`src/rtl/fetch_unit_if.sv`:
```
`timescale 1ns/1ps
// Fetch-stage bus: hazard/redirect controls, instruction-memory port and IF/ID register outputs.
// Perf counter signals exist only when FETCH_PERF_CNT_EN is defined.
interface fetch_unit_if;
    logic        stall_i;
    logic        redirect_i;
    logic [31:0] redirect_pc_i;
    logic        imem_req;
    logic [31:0] imem_addr;
    logic        imem_rvalid;
    logic [31:0] imem_rdata;
    logic        if_valid;
    logic [31:0] if_pc;
    logic [31:0] if_instr;
    logic [31:0] if_pc_next;
    logic        fetch_busy;
`ifdef FETCH_PERF_CNT_EN
    logic [31:0] perf_fetch_cnt;
    logic [31:0] perf_stall_cnt;
`endif

    modport master (
        input  stall_i, redirect_i, redirect_pc_i, imem_rvalid, imem_rdata,
`ifdef FETCH_PERF_CNT_EN
        output perf_fetch_cnt, perf_stall_cnt,
`endif
        output imem_req, imem_addr, if_valid, if_pc, if_instr, if_pc_next, fetch_busy
    );

    modport slave (
        output stall_i, redirect_i, redirect_pc_i, imem_rvalid, imem_rdata,
`ifdef FETCH_PERF_CNT_EN
        input  perf_fetch_cnt, perf_stall_cnt,
`endif
        input  imem_req, imem_addr, if_valid, if_pc, if_instr, if_pc_next, fetch_busy
    );
endinterface

```
`src/rtl/fetch_unit.sv`:
```
`timescale 1ns/1ps
// Instruction-fetch stage: owns the PC, issues single-outstanding imem requests, writes IF/ID.
// Define FETCH_PERF_CNT_EN to add the perf_fetch_cnt / perf_stall_cnt counters.
module fetch_unit #(
    parameter logic [31:0] RESET_PC  = 32'h0000_0000,
    parameter logic [31:0] NOP_INSTR = 32'h0000_0013
) (
    input logic          clk,
    input logic          rst,
    fetch_unit_if.master bus
);
    typedef enum logic [2:0] {IDLE, REQ, WAIT, HOLD, DISCARD} state_t;

    state_t      state_reg;
    logic [31:0] pc_reg;
    logic        if_valid_reg;
    logic [31:0] if_pc_reg;
    logic [31:0] if_instr_reg;
    logic [31:0] if_pc_next_reg;
    logic        busy_reg;
    logic        consume;
    logic [31:0] redirect_target;
    logic [1:0]  unused_redirect_low;

    assign redirect_target     = {bus.redirect_pc_i[31:2], 2'b00};
    assign unused_redirect_low = bus.redirect_pc_i[1:0];
    assign consume             = (state_reg == HOLD) && !bus.stall_i;

    // The next request goes out in the same cycle the held instruction is consumed.
    assign bus.imem_req   = !bus.redirect_i && ((state_reg == REQ) || consume);
    assign bus.imem_addr  = pc_reg;
    assign bus.if_valid   = if_valid_reg;
    assign bus.if_pc      = if_pc_reg;
    assign bus.if_instr   = if_instr_reg;
    assign bus.if_pc_next = if_pc_next_reg;
    assign bus.fetch_busy = busy_reg;

    always_ff @(posedge clk or negedge rst) begin
        if (!rst) begin
            state_reg      <= IDLE;
            pc_reg         <= RESET_PC;
            if_valid_reg   <= 1'b0;
            if_pc_reg      <= 32'h0;
            if_instr_reg   <= NOP_INSTR;
            if_pc_next_reg <= 32'h0;
            busy_reg       <= 1'b0;
        end else if (bus.redirect_i) begin
            pc_reg       <= redirect_target;
            if_valid_reg <= 1'b0;
            if_instr_reg <= NOP_INSTR;
            // A response still in flight must be swallowed; one arriving now is simply dropped.
            if ((state_reg == WAIT || state_reg == DISCARD) && !bus.imem_rvalid) begin
                state_reg <= DISCARD;
                busy_reg  <= 1'b1;
            end else begin
                state_reg <= REQ;
                busy_reg  <= 1'b0;
            end
        end else begin
            case (state_reg)
                IDLE: state_reg <= REQ;
                REQ: begin
                    state_reg <= WAIT;
                    busy_reg  <= 1'b1;
                end
                WAIT: begin
                    if (bus.imem_rvalid) begin
                        if_instr_reg   <= bus.imem_rdata;
                        if_pc_reg      <= pc_reg;
                        if_pc_next_reg <= pc_reg + 32'd4;
                        if_valid_reg   <= 1'b1;
                        pc_reg         <= pc_reg + 32'd4;
                        state_reg      <= HOLD;
                        busy_reg       <= 1'b0;
                    end
                end
                HOLD: begin
                    if (!bus.stall_i) begin
                        if_valid_reg <= 1'b0;
                        if_instr_reg <= NOP_INSTR;
                        state_reg    <= WAIT;
                        busy_reg     <= 1'b1;
                    end
                end
                DISCARD: begin
                    if (bus.imem_rvalid) begin
                        state_reg <= REQ;
                        busy_reg  <= 1'b0;
                    end
                end
                default: begin
                    state_reg <= IDLE;
                    busy_reg  <= 1'b0;
                end
            endcase
        end
    end

`ifdef FETCH_PERF_CNT_EN
    logic [31:0] perf_fetch_reg;
    logic [31:0] perf_stall_reg;

    always_ff @(posedge clk or negedge rst) begin
        if (!rst) begin
            perf_fetch_reg <= 32'h0;
            perf_stall_reg <= 32'h0;
        end else begin
            if (consume && !bus.redirect_i) begin
                perf_fetch_reg <= perf_fetch_reg + 32'd1;
            end
            if ((state_reg == HOLD) && bus.stall_i) begin
                perf_stall_reg <= perf_stall_reg + 32'd1;
            end
        end
    end

    assign bus.perf_fetch_cnt = perf_fetch_reg;
    assign bus.perf_stall_cnt = perf_stall_reg;
`endif
endmodule

```
`src/flat_wrapper.sv`:
```
// flat-port wrapper written by rule: the top's interface ports become plain ports
module fetch_unit_flat 
#(
    parameter logic [31:0] RESET_PC  = 32'h0000_0000,
    parameter logic [31:0] NOP_INSTR = 32'h0000_0013
)
  (clk, rst, bus_stall_i, bus_redirect_i, bus_redirect_pc_i, bus_imem_rvalid, bus_imem_rdata, bus_imem_req, bus_imem_addr, bus_if_valid, bus_if_pc, bus_if_instr, bus_if_pc_next, bus_fetch_busy);
  fetch_unit_if bus_i ();
  input logic clk;
  input logic rst;
  input wire logic [$bits(bus_i.stall_i)-1:0] bus_stall_i;
  input wire logic [$bits(bus_i.redirect_i)-1:0] bus_redirect_i;
  input wire logic [$bits(bus_i.redirect_pc_i)-1:0] bus_redirect_pc_i;
  input wire logic [$bits(bus_i.imem_rvalid)-1:0] bus_imem_rvalid;
  input wire logic [$bits(bus_i.imem_rdata)-1:0] bus_imem_rdata;
  output wire logic [$bits(bus_i.imem_req)-1:0] bus_imem_req;
  output wire logic [$bits(bus_i.imem_addr)-1:0] bus_imem_addr;
  output wire logic [$bits(bus_i.if_valid)-1:0] bus_if_valid;
  output wire logic [$bits(bus_i.if_pc)-1:0] bus_if_pc;
  output wire logic [$bits(bus_i.if_instr)-1:0] bus_if_instr;
  output wire logic [$bits(bus_i.if_pc_next)-1:0] bus_if_pc_next;
  output wire logic [$bits(bus_i.fetch_busy)-1:0] bus_fetch_busy;
  assign bus_i.stall_i = bus_stall_i;
  assign bus_i.redirect_i = bus_redirect_i;
  assign bus_i.redirect_pc_i = bus_redirect_pc_i;
  assign bus_i.imem_rvalid = bus_imem_rvalid;
  assign bus_i.imem_rdata = bus_imem_rdata;
  assign bus_imem_req = bus_i.imem_req;
  assign bus_imem_addr = bus_i.imem_addr;
  assign bus_if_valid = bus_i.if_valid;
  assign bus_if_pc = bus_i.if_pc;
  assign bus_if_instr = bus_i.if_instr;
  assign bus_if_pc_next = bus_i.if_pc_next;
  assign bus_fetch_busy = bus_i.fetch_busy;
  fetch_unit #(.RESET_PC(RESET_PC), .NOP_INSTR(NOP_INSTR)) u_core (.clk(clk), .rst(rst), .bus(bus_i));
endmodule
```
`config.mk`:
```
export PLATFORM = sky130hd
export DESIGN_NAME = fetch_unit_flat
export DESIGN_NICKNAME = d
export VERILOG_FILES = /design/src/rtl/fetch_unit_if.sv /design/src/rtl/fetch_unit.sv /design/src/flat_wrapper.sv
export SDC_FILE = /design/constraint.sdc
export NUM_CORES = 1
export LEC_CHECK = 0
export CAP_MARGIN = 10
export CORE_ASPECT_RATIO = 1.1
export CORE_MARGIN = 4
export CORE_UTILIZATION = 45
export CTS_CLUSTER_SIZE = 16
export DETAILED_ROUTE_END_ITERATION = 8
export GPL_TIMING_DRIVEN = 0
export PLACE_DENSITY = 0.92
export SYNTH_ARGS = -nofsm -noshare
export SYNTH_HDL_FRONTEND = slang
export SYNTH_SLANG_ARGS = --single-unit
```
`constraint.sdc`:
```
create_clock -name clk -period 2.1 [get_ports clk]
set_clock_uncertainty 0.05 [all_clocks]
set_input_delay 0.42 -clock clk [delete_from_list [all_inputs] [get_ports clk]]
set_output_delay 0.42 -clock clk [all_outputs]
set_load 0.1 [all_outputs]
```
==> qor.json, run 1 <==
{
  "status": "completed",
  "timing.critical_path.to_type": "primary output",
  "power.density_mw_per_mm2": 1420,
  "post_synth.cell_area_avg_um2": 9.666,
  "layout.filler_cells": 929,
  "worstPathCellList": "clkdlybuf4s15_1",
  "io_buffers": 191,
  "fin_crit_sh_pct": 98.73,
  "tritoncts_num_sinks": 127,
  "via_count_of_the_first_global_routing_pass": 5641,
  "number_of_flip_flops_under_the_largest_register_name": 32,
  "critical_path_arrival_ns": 1.60,
  "maximum_number_of_pins_on_one_net_before_global_route_repair": 68,
  "fraction_of_final_layout_cells_sized_beyond_drive_strength_1_pct": 26.59,
  "synth.distinct_cells": 47,
  "gr-total-overflow": 0,
  "design.core.area_mm2": 0.01259,
  "timing.final.hold_violations": 0,
  "timing.critical_path.fanout_max": 2,
  "setup-violations-final": 0,
  "floorplan.die.width_um": 116.1,
  "met3WireLength_um": 1695,
  "synthesis.area_mm2": 0.005781,
  "design_power_total_mw": 12.49,
  "post_drt_via_cell_ratio": 5.438,
  "ys_top_cells_by_area": "sky130_fd_sc_hd__dfrtp_1 (54%), sky130_fd_sc_hd__nand2_1 (12%), sky130_fd_sc_hd__xnor2_1 (5.2%)",
  "worstSetupPathType": "flop to primary output",
  "route.vias.total": 5378,
  "synth_top_area_share_pct": 53.68,
  "area_delta_synth_final_pct": 52.12,
  "p_leak_nw": 3.889,
  "wl_met2_um": 9387,
  "die-height_um": 126.9,
  "max_slew.worst_pin.slew_ns": 0.9694,
  "crit_family": "buffers and inverters",
  "worstPathBufferInverterCount": 1,
  "critical_path.startpoint_type": "flop",
  "final_antenna_net_count": 0,
  "crit_path_max_incr_delay_ns": 0.84,
  "count_of_synthesis_stage_warnings_from_yosys": 0,
  "clock_path_buffers": 2,
  "post-route-drc-count": 0,
  "insertion_delay_ns": 0.42,
  "cts_max_level": 4,
  "ys.flop_type": "sky130_fd_sc_hd__dfrtp_1",
  "synth_seq_area_share_pct": 55.04,
  "routedLengthMet1_um": 7178,
  "hold_path_class": "flop to flop",
  "grt_antenna_before_repair": 1,
  "detailedRoute.firstIterationViolations": 413,
  "drtPass1Iterations": 5,
  "fin_worst_hold_slack_ns": 0.4257,
  "gpl.final_weighted_congestion": 0.8632,
  "wire_length_of_the_first_global_routing_pass_um": 29500,
  "commonest_cells_in_the_netlist": "sky130_fd_sc_hd__nand2_1 (178), sky130_fd_sc_hd__dfrtp_1 (124), sky130_fd_sc_hd__o21ai_0 (41)",
  "wl_per_cell_um": 19.05,
  "ys_async_sr_fraction_pct": 100.0,
  "critical_path.slowest_cell": "sky130_fd_sc_hd__clkdlybuf4s15_1",
  "finalCriticalPeriod_ns": 2.073,
  "finalWirelength_um": 18840,
  "achievable-frequency_ghz": 0.4823,
  "grt_usage_pct": 26.25,
  "post-synth-top-count-cell": "sky130_fd_sc_hd__nand2_1",
  "initial_core_util_pct": 45.92,
  "cts_tree": "built",
  "timing.final.max_slew_violations": 0,
  "worst_ir_drop_vdd_v": 0.001124,
  "max_cap_violations": 0,
  "numCtsBuffers": 17,
  "cp_data_required_time_ns": 1.63,
  "post_synth_inst_count": 598,
  "number_of_placed_i_o_pins": 200,
  "clock_tree_root": "sky130_fd_sc_hd__clkbuf_16",
  "die_area_mm2": 0.01473,
  "post-dp-hpwl_um": 13190,
  "num-nets-final": 888,
  "rsz0062_at_grt": "no",
  "row_count": 43,
  "yosys_register_bits": 127,
  "clk_pin_slew_worst_paths_ns": 0.06,
  "synth_enable_flop_cells": 0,
  "maxUsedRoutingLayer": "met4",
  "max_slew_margin_pct": 35.63,
  "synth_top_cell_by_area": "sky130_fd_sc_hd__dfrtp_1"
}
## cell families after synthesis
group	share of synthesized area (%)
multiplexers	0.9307
buffers and inverters	4.177
XOR/XNOR	8.030
adder cells (fa/ha/maj)	0.2164
AO/OA/AOI/OAI	11.10
AND/OR/NAND/NOR	20.43
other	0.06487
flip-flops	55.04
## cell type report
class	instances	area [um^2]	share of cell area, %
Sequential cell	127	3273	37.22
Multi-Input combinational cell	424	2480	28.20
Timing Repair Buffer	199	1853	21.07
Clock buffer	20	466.7	5.307
Buffer	48	310.3	3.529
Clock inverter	12	207.7	2.362
Tap cell	157	196.4	2.234
Inverter	1	3.754	0.04269
Antenna cell	1	2.502	0.02846
## metrics by stage
stage / setup TNS (ns) / setup slack, ns / std cells / instance area [um^2] / utilization, %
after floorplan: -0.03864 / -0.03551 / 603 / 5981 / -
after global placement: -604.46 / -5.227 / 951 / 8089 / 64.25
after detailed placement: -41.27 / -1.369 / 952 / 8118 / 64.48
after CTS: 0 / 0.0001797 / 987 / 8917 / 70.83
after global routing: 0 / 0.0003914 / 989 / 8793 / 69.85
final: 0 / 0.02660 / 989 / 8793 / 69.85
## worst paths after layout
check	startpoint	to	slack [ns]	depth (start not counted)
worst max-delay path	u_core.bus.if_pc_next[24]$_DFFE_PN0P_	bus_if_pc_next[24]	0.03	1
worst min-delay path	u_core.bus.if_pc[12]$_DFFE_PN0P_	u_core.bus.if_pc[12]$_DFFE_PN0P_	0.43	2
worst max register to register	u_core.bus.imem_addr[10]$_DFFE_PN0P_	u_core.bus.if_pc_next[30]$_DFFE_PN0P_	0.05	6
worst min register to register	u_core.bus.if_pc[12]$_DFFE_PN0P_	u_core.bus.if_pc[12]$_DFFE_PN0P_	0.43	2
max in group asynchronous	rst	u_core.bus.imem_addr[20]$_DFFE_PN0P_	0.77	3
min in group asynchronous	rst	u_core.bus.if_instr[10]$_DFFE_PN0P_	0.47	2
## where the power goes
part | internal, mW | total (mW) | switching, mW
registers | 3.00 | 3.38 | 0.381
clock network | 2.21 | 3.35 | 1.14
logic | 0.991 | 5.75 | 4.76
## placed cells by master (no fill, tap or decap), types with 23 or more instances in the layout
master,n
sky130_fd_sc_hd__clkdlybuf4s50_1,64
sky130_fd_sc_hd__clkbuf_2,47
sky130_fd_sc_hd__nand2_1,177
sky130_fd_sc_hd__clkdlybuf4s15_2,51
sky130_fd_sc_hd__clkdlybuf4s15_1,30
sky130_fd_sc_hd__a22o_1,29
sky130_fd_sc_hd__dfrtp_4,23
sky130_fd_sc_hd__o21ai_0,41
sky130_fd_sc_hd__dfrtp_1,97
sky130_fd_sc_hd__xnor2_1,34
## what timing repair did
action | in CTS | in global routing
endpoints found under the setup margin | 174 | 121
pin swaps | 1 | 0
gates resized for setup | 309 | 79
hold endpoints to repair | 57 | 0
hold buffers | 1 | 0
buffers inserted | 3 | 3
## per-layer routing
metal | track usage (%) | vias to the layer above
met5 | 0 | -
met4 | 11.88 | 0
met3 | 7.968 | 46
met2 | 43.07 | 263
met1 | 31.62 | 2624
li1 | - | 2445
## tightest hold or removal path, delay by kind of cell (launching register included)
kind | cells | cell delay, ns
flops | 1 | 0.34
simple gates | 2 | 0.10
No activity file was read; power rests on OpenSTA's default activity.
==> inputs of run 2 (changes only) <==
- CTS_CLUSTER_SIZE: 16 -> 30
==> results of run 2 <==
Same layout as run 1: the final DEF is identical, and so are final timing and power.
==> inputs of run 3 (changes only) <==
- CORE_UTILIZATION: 45 -> 41
- PLACE_DENSITY: 0.92 -> 0.88
- clock period: 2.1 -> 1.8 ns (I/O delays scaled with it)
==> qor.json, run 3 (synthesis gave the netlist of run 1 again) <==
{
  "row_count": {"value": 45, "change": "+4.7%"},
  "cp_data_required_time": {"value": 2.03, "unit": "ns", "change": "+0.40 ns"},
  "maximum_number_of_pins_on_one_net_before_global_route_repair": {"value": 65, "change": "-4.4%"},
  "setup-violations-final": {"value": 21, "change": "+21"},
  "num-nets-final": {"value": 938, "change": "+5.6%"},
  "post-route-drc-count": {"value": 0, "change": "unchanged"},
  "floorplan.die.width": {"value": 121.2, "unit": "um", "change": "+4.4%"},
  "p_leak": {"value": 4.350, "unit": "nW", "change": "+12%"},
  "finalCriticalPeriod_ns": 1.921,
  "final.setup.tns": {"value": -1.157, "unit": "ns", "change": "-1.157 ns"},
  "number_of_placed_i_o_pins": {"value": 200, "change": "unchanged"},
  "post-place-cells": {"value": 983, "change": "+3.3%"},
  "final_antenna_net_count": {"value": 0, "change": "unchanged"},
  "area_delta_synth_final_pct": 67.06,
  "drtPass1Iterations": {"value": 5, "change": "unchanged"},
  "tritoncts_num_sinks": {"value": 127, "change": "unchanged"},
  "layout.filler_cells": {"value": 958, "change": "+3.1%"},
  "violations": "setup timing",
  "final_core_util": {"value": 70.00, "unit": "%", "change": "+0.16 points"},
  "worstSetupPathType": "flop to flop",
  "grt_antenna_before_repair": {"value": 0, "change": "-1"},
  "clock_tree_root": "sky130_fd_sc_hd__clkbuf_16",
  "fraction_of_final_layout_cells_sized_beyond_drive_strength_1": {"value": 38.59, "unit": "%", "change": "+12 points"},
  "post_layout_nonfiller_instances": {"value": 1069, "change": "+8.1%"},
  "worstPathCellList": "nand4_1 -> or4_4 -> nor3_4 -> xnor2_1 -> o21ai_1",
  "timing.final.hold_violations": {"value": 0, "change": "unchanged"},
  "timing.critical_path.to_type": "flop",
  "wl_per_cell": {"value": 19.02, "unit": "um", "change": "-0.14%"},
  "worstPathBufferInverterCount": {"value": 0, "change": "-1"},
  "achievable-frequency_ghz": 0.5207,
  "die-height": {"value": 132.5, "unit": "um", "change": "+4.5%"},
  "critical_path_arrival": {"value": 2.16, "unit": "ns", "change": "+0.56 ns"},
  "seq_area": {"value": 0.003283, "unit": "mm^2", "change": "+0.31%"},
  "design.core.area": {"value": 0.01379, "unit": "mm^2", "change": "+9.6%"},
  "gr-total-overflow": {"value": 0, "change": "unchanged"},
  "gpl.final_weighted_congestion": {"value": 0.8904, "change": "+3.2%"},
  "numCtsBuffers": {"value": 17, "change": "unchanged"},
  "worst_hold_startpoint": "u_core.bus.if_pc[9]$_DFFE_PN0P_",
  "fin_crit_sh_pct": 106.7,
  "initial_core_util": {"value": 41.90, "unit": "%", "change": "-4.0 points"},
  "clk_pin_slew_worst_paths": {"value": 0.06, "unit": "ns", "change": "about the same"},
  "max_slew.worst_pin.slew": {"value": 0.6496, "unit": "ns", "change": "-0.3197 ns"},
  "io_buffers": {"value": 191, "change": "unchanged"},
  "max_slew_margin": {"value": 56.69, "unit": "%", "change": "+21 points"},
  "power.density": {"value": 1529, "unit": "mW/mm^2", "change": "+7.7%"},
  "finalWirelength": {"value": 20340, "unit": "um", "change": "+7.9%"},
  "status": "finished, violations left",
  "grt_usage": {"value": 24.56, "unit": "%", "change": "-1.7 points"},
  "critical_path.slowest_cell": "sky130_fd_sc_hd__or4_4",
  "rsz0062_at_grt": "yes",
  "worst_setup_path_startpoint": "u_core.bus.imem_addr[17]$_DFFE_PN0P_",
  "clock_path_buffers": {"value": 2, "change": "unchanged"},
  "design_power_total": {"value": 14.77, "unit": "mW", "change": "+18%"},
  "antenna_cells": {"value": 0, "change": "-1"},
  "most-common-layout-cells": "sky130_fd_sc_hd__nand2_1 (172), sky130_fd_sc_hd__dfrtp_1 (95), sky130_fd_sc_hd__buf_4 (71), sky130_fd_sc_hd__clkdlybuf4s15_2 (68), sky130_fd_sc_hd__clkdlybuf4s50_1 (63)",
  "via_count_of_the_first_global_routing_pass": {"value": 5775, "change": "+2.4%"},
  "crit_path_max_incr_delay": {"value": 0.66, "unit": "ns", "change": "-0.18 ns"},
  "route.vias.total": {"value": 5604, "change": "+4.2%"},
  "cts_max_level": {"value": 4, "change": "unchanged"},
  "wire_length_of_the_first_global_routing_pass": {"value": 30640, "unit": "um", "change": "+3.9%"},
  "multi_input_area": {"value": 0.002780, "unit": "mm^2", "change": "+12%"},
  "timing.critical_path.fanout_max": {"value": 6, "change": "+4"},
  "critical_path.startpoint_type": "flop",
  "timing.final.max_slew_violations": {"value": 0, "change": "unchanged"},
  "post-route-worst-setup-slack": {"value": -0.1207, "unit": "ns", "change": "-0.1473 ns"},
  "crit_family": "simple AND/OR/NAND/NOR gates",
  "number_of_flip_flops_under_the_largest_register_name": {"value": 32, "change": "unchanged"},
  "worst_ir_drop_vdd": {"value": 0.0007860, "unit": "V", "change": "-30%"},
  "cts_tree": "built",
  "hold_path_class": "flop to flop",
  "insertion_delay": {"value": 0.43, "unit": "ns", "change": "about the same"},
  "max_cap_violations": {"value": 0, "change": "unchanged"},
  "die_area": {"value": 0.01606, "unit": "mm^2", "change": "+9.1%"},
  "regToRegStartpoint": "u_core.bus.imem_addr[17]$_DFFE_PN0P_",
  "detailedRoute.firstIterationViolations": {"value": 461, "change": "+12%"},
  "post_drt_via_cell_ratio": {"value": 5.242, "change": "-3.6%"},
  "layout.cells.most_common": "sky130_fd_sc_hd__nand2_1",
  "post-dp-hpwl": {"value": 13210, "unit": "um", "change": "+0.20%"}
}
[run 3: worst min-delay path: stages (launching register included)]
cell                      delay [ns]
sky130_fd_sc_hd__dfrtp_1        0.34
sky130_fd_sc_hd__nand2_1        0.05
sky130_fd_sc_hd__nand2_1        0.06
[run 3: final cells by class]
type / count / share of cell area (%)
Sequential cell: 127 / 34.00
Multi-Input combinational cell: 424 / 28.79
Timing Repair Buffer: 255 / 25.10
Clock buffer: 22 / 4.911
Buffer: 42 / 3.071
Tap cell: 188 / 2.436
Clock inverter: 10 / 1.658
Inverter: 1 / 0.03887
[run 3: worst paths after layout]
| kind | to | slack (ns) | depth (start not counted) |
|---|---|---|---|
| max | u_core.bus.if_pc_next[31]$_DFFE_PN0P_ | -0.12 | 5 |
| min | u_core.bus.if_pc[9]$_DFFE_PN0P_ | 0.43 | 2 |
| max reg2reg | u_core.bus.if_pc_next[31]$_DFFE_PN0P_ | -0.12 | 5 |
| min reg2reg | u_core.bus.if_pc[9]$_DFFE_PN0P_ | 0.43 | 2 |
| max in group asynchronous | u_core.bus.if_instr[0]$_DFFE_PN1P_ | 0.49 | 3 |
| min in group asynchronous | u_core.bus.if_pc[4]$_DFFE_PN0P_ | 0.44 | 2 |
[run 3: stage by stage]
stage / instance area, um^2 / hold WS, ns / setup slack (ns)
final: 9657 / 0.4262 / -0.1207
after floorplan: 6176 / 0.01441 / -0.2999
after global placement: 8323 / 0.4073 / -5.550
after CTS: 9340 / 0.4205 / -0.1297
after detailed placement: 8352 / 0.3380 / -1.520
after global routing: 9657 / 0.4409 / -0.1915
[run 3: report_power, final]
part           switching [mW]  internal, mW  leakage [nW]
clock                    1.28          2.42         0.298
sequential              0.450          3.51          1.60
combinational            5.66          1.46          2.45
total                    7.38          7.39          4.35
[run 3: routing by layer]
metal  track usage, %  part of all wire, %  vias up  routed length, um
li1                 -                    -     2547                  -
met1            28.62                   37     2735               7614
met2            42.26                   51      263              10320
met3            9.577                  8.9       59               1815
met4            6.538                  2.9        0                588
met5                0                    0        -                  0
[run 3: what timing repair did]
action                     CTS  global route
hold buffers                 1             0
setup endpoints to repair  229           112
pin swaps                   16            21
hold endpoints to repair    63             0
gates resized for setup    506            86
setup buffers               32            30
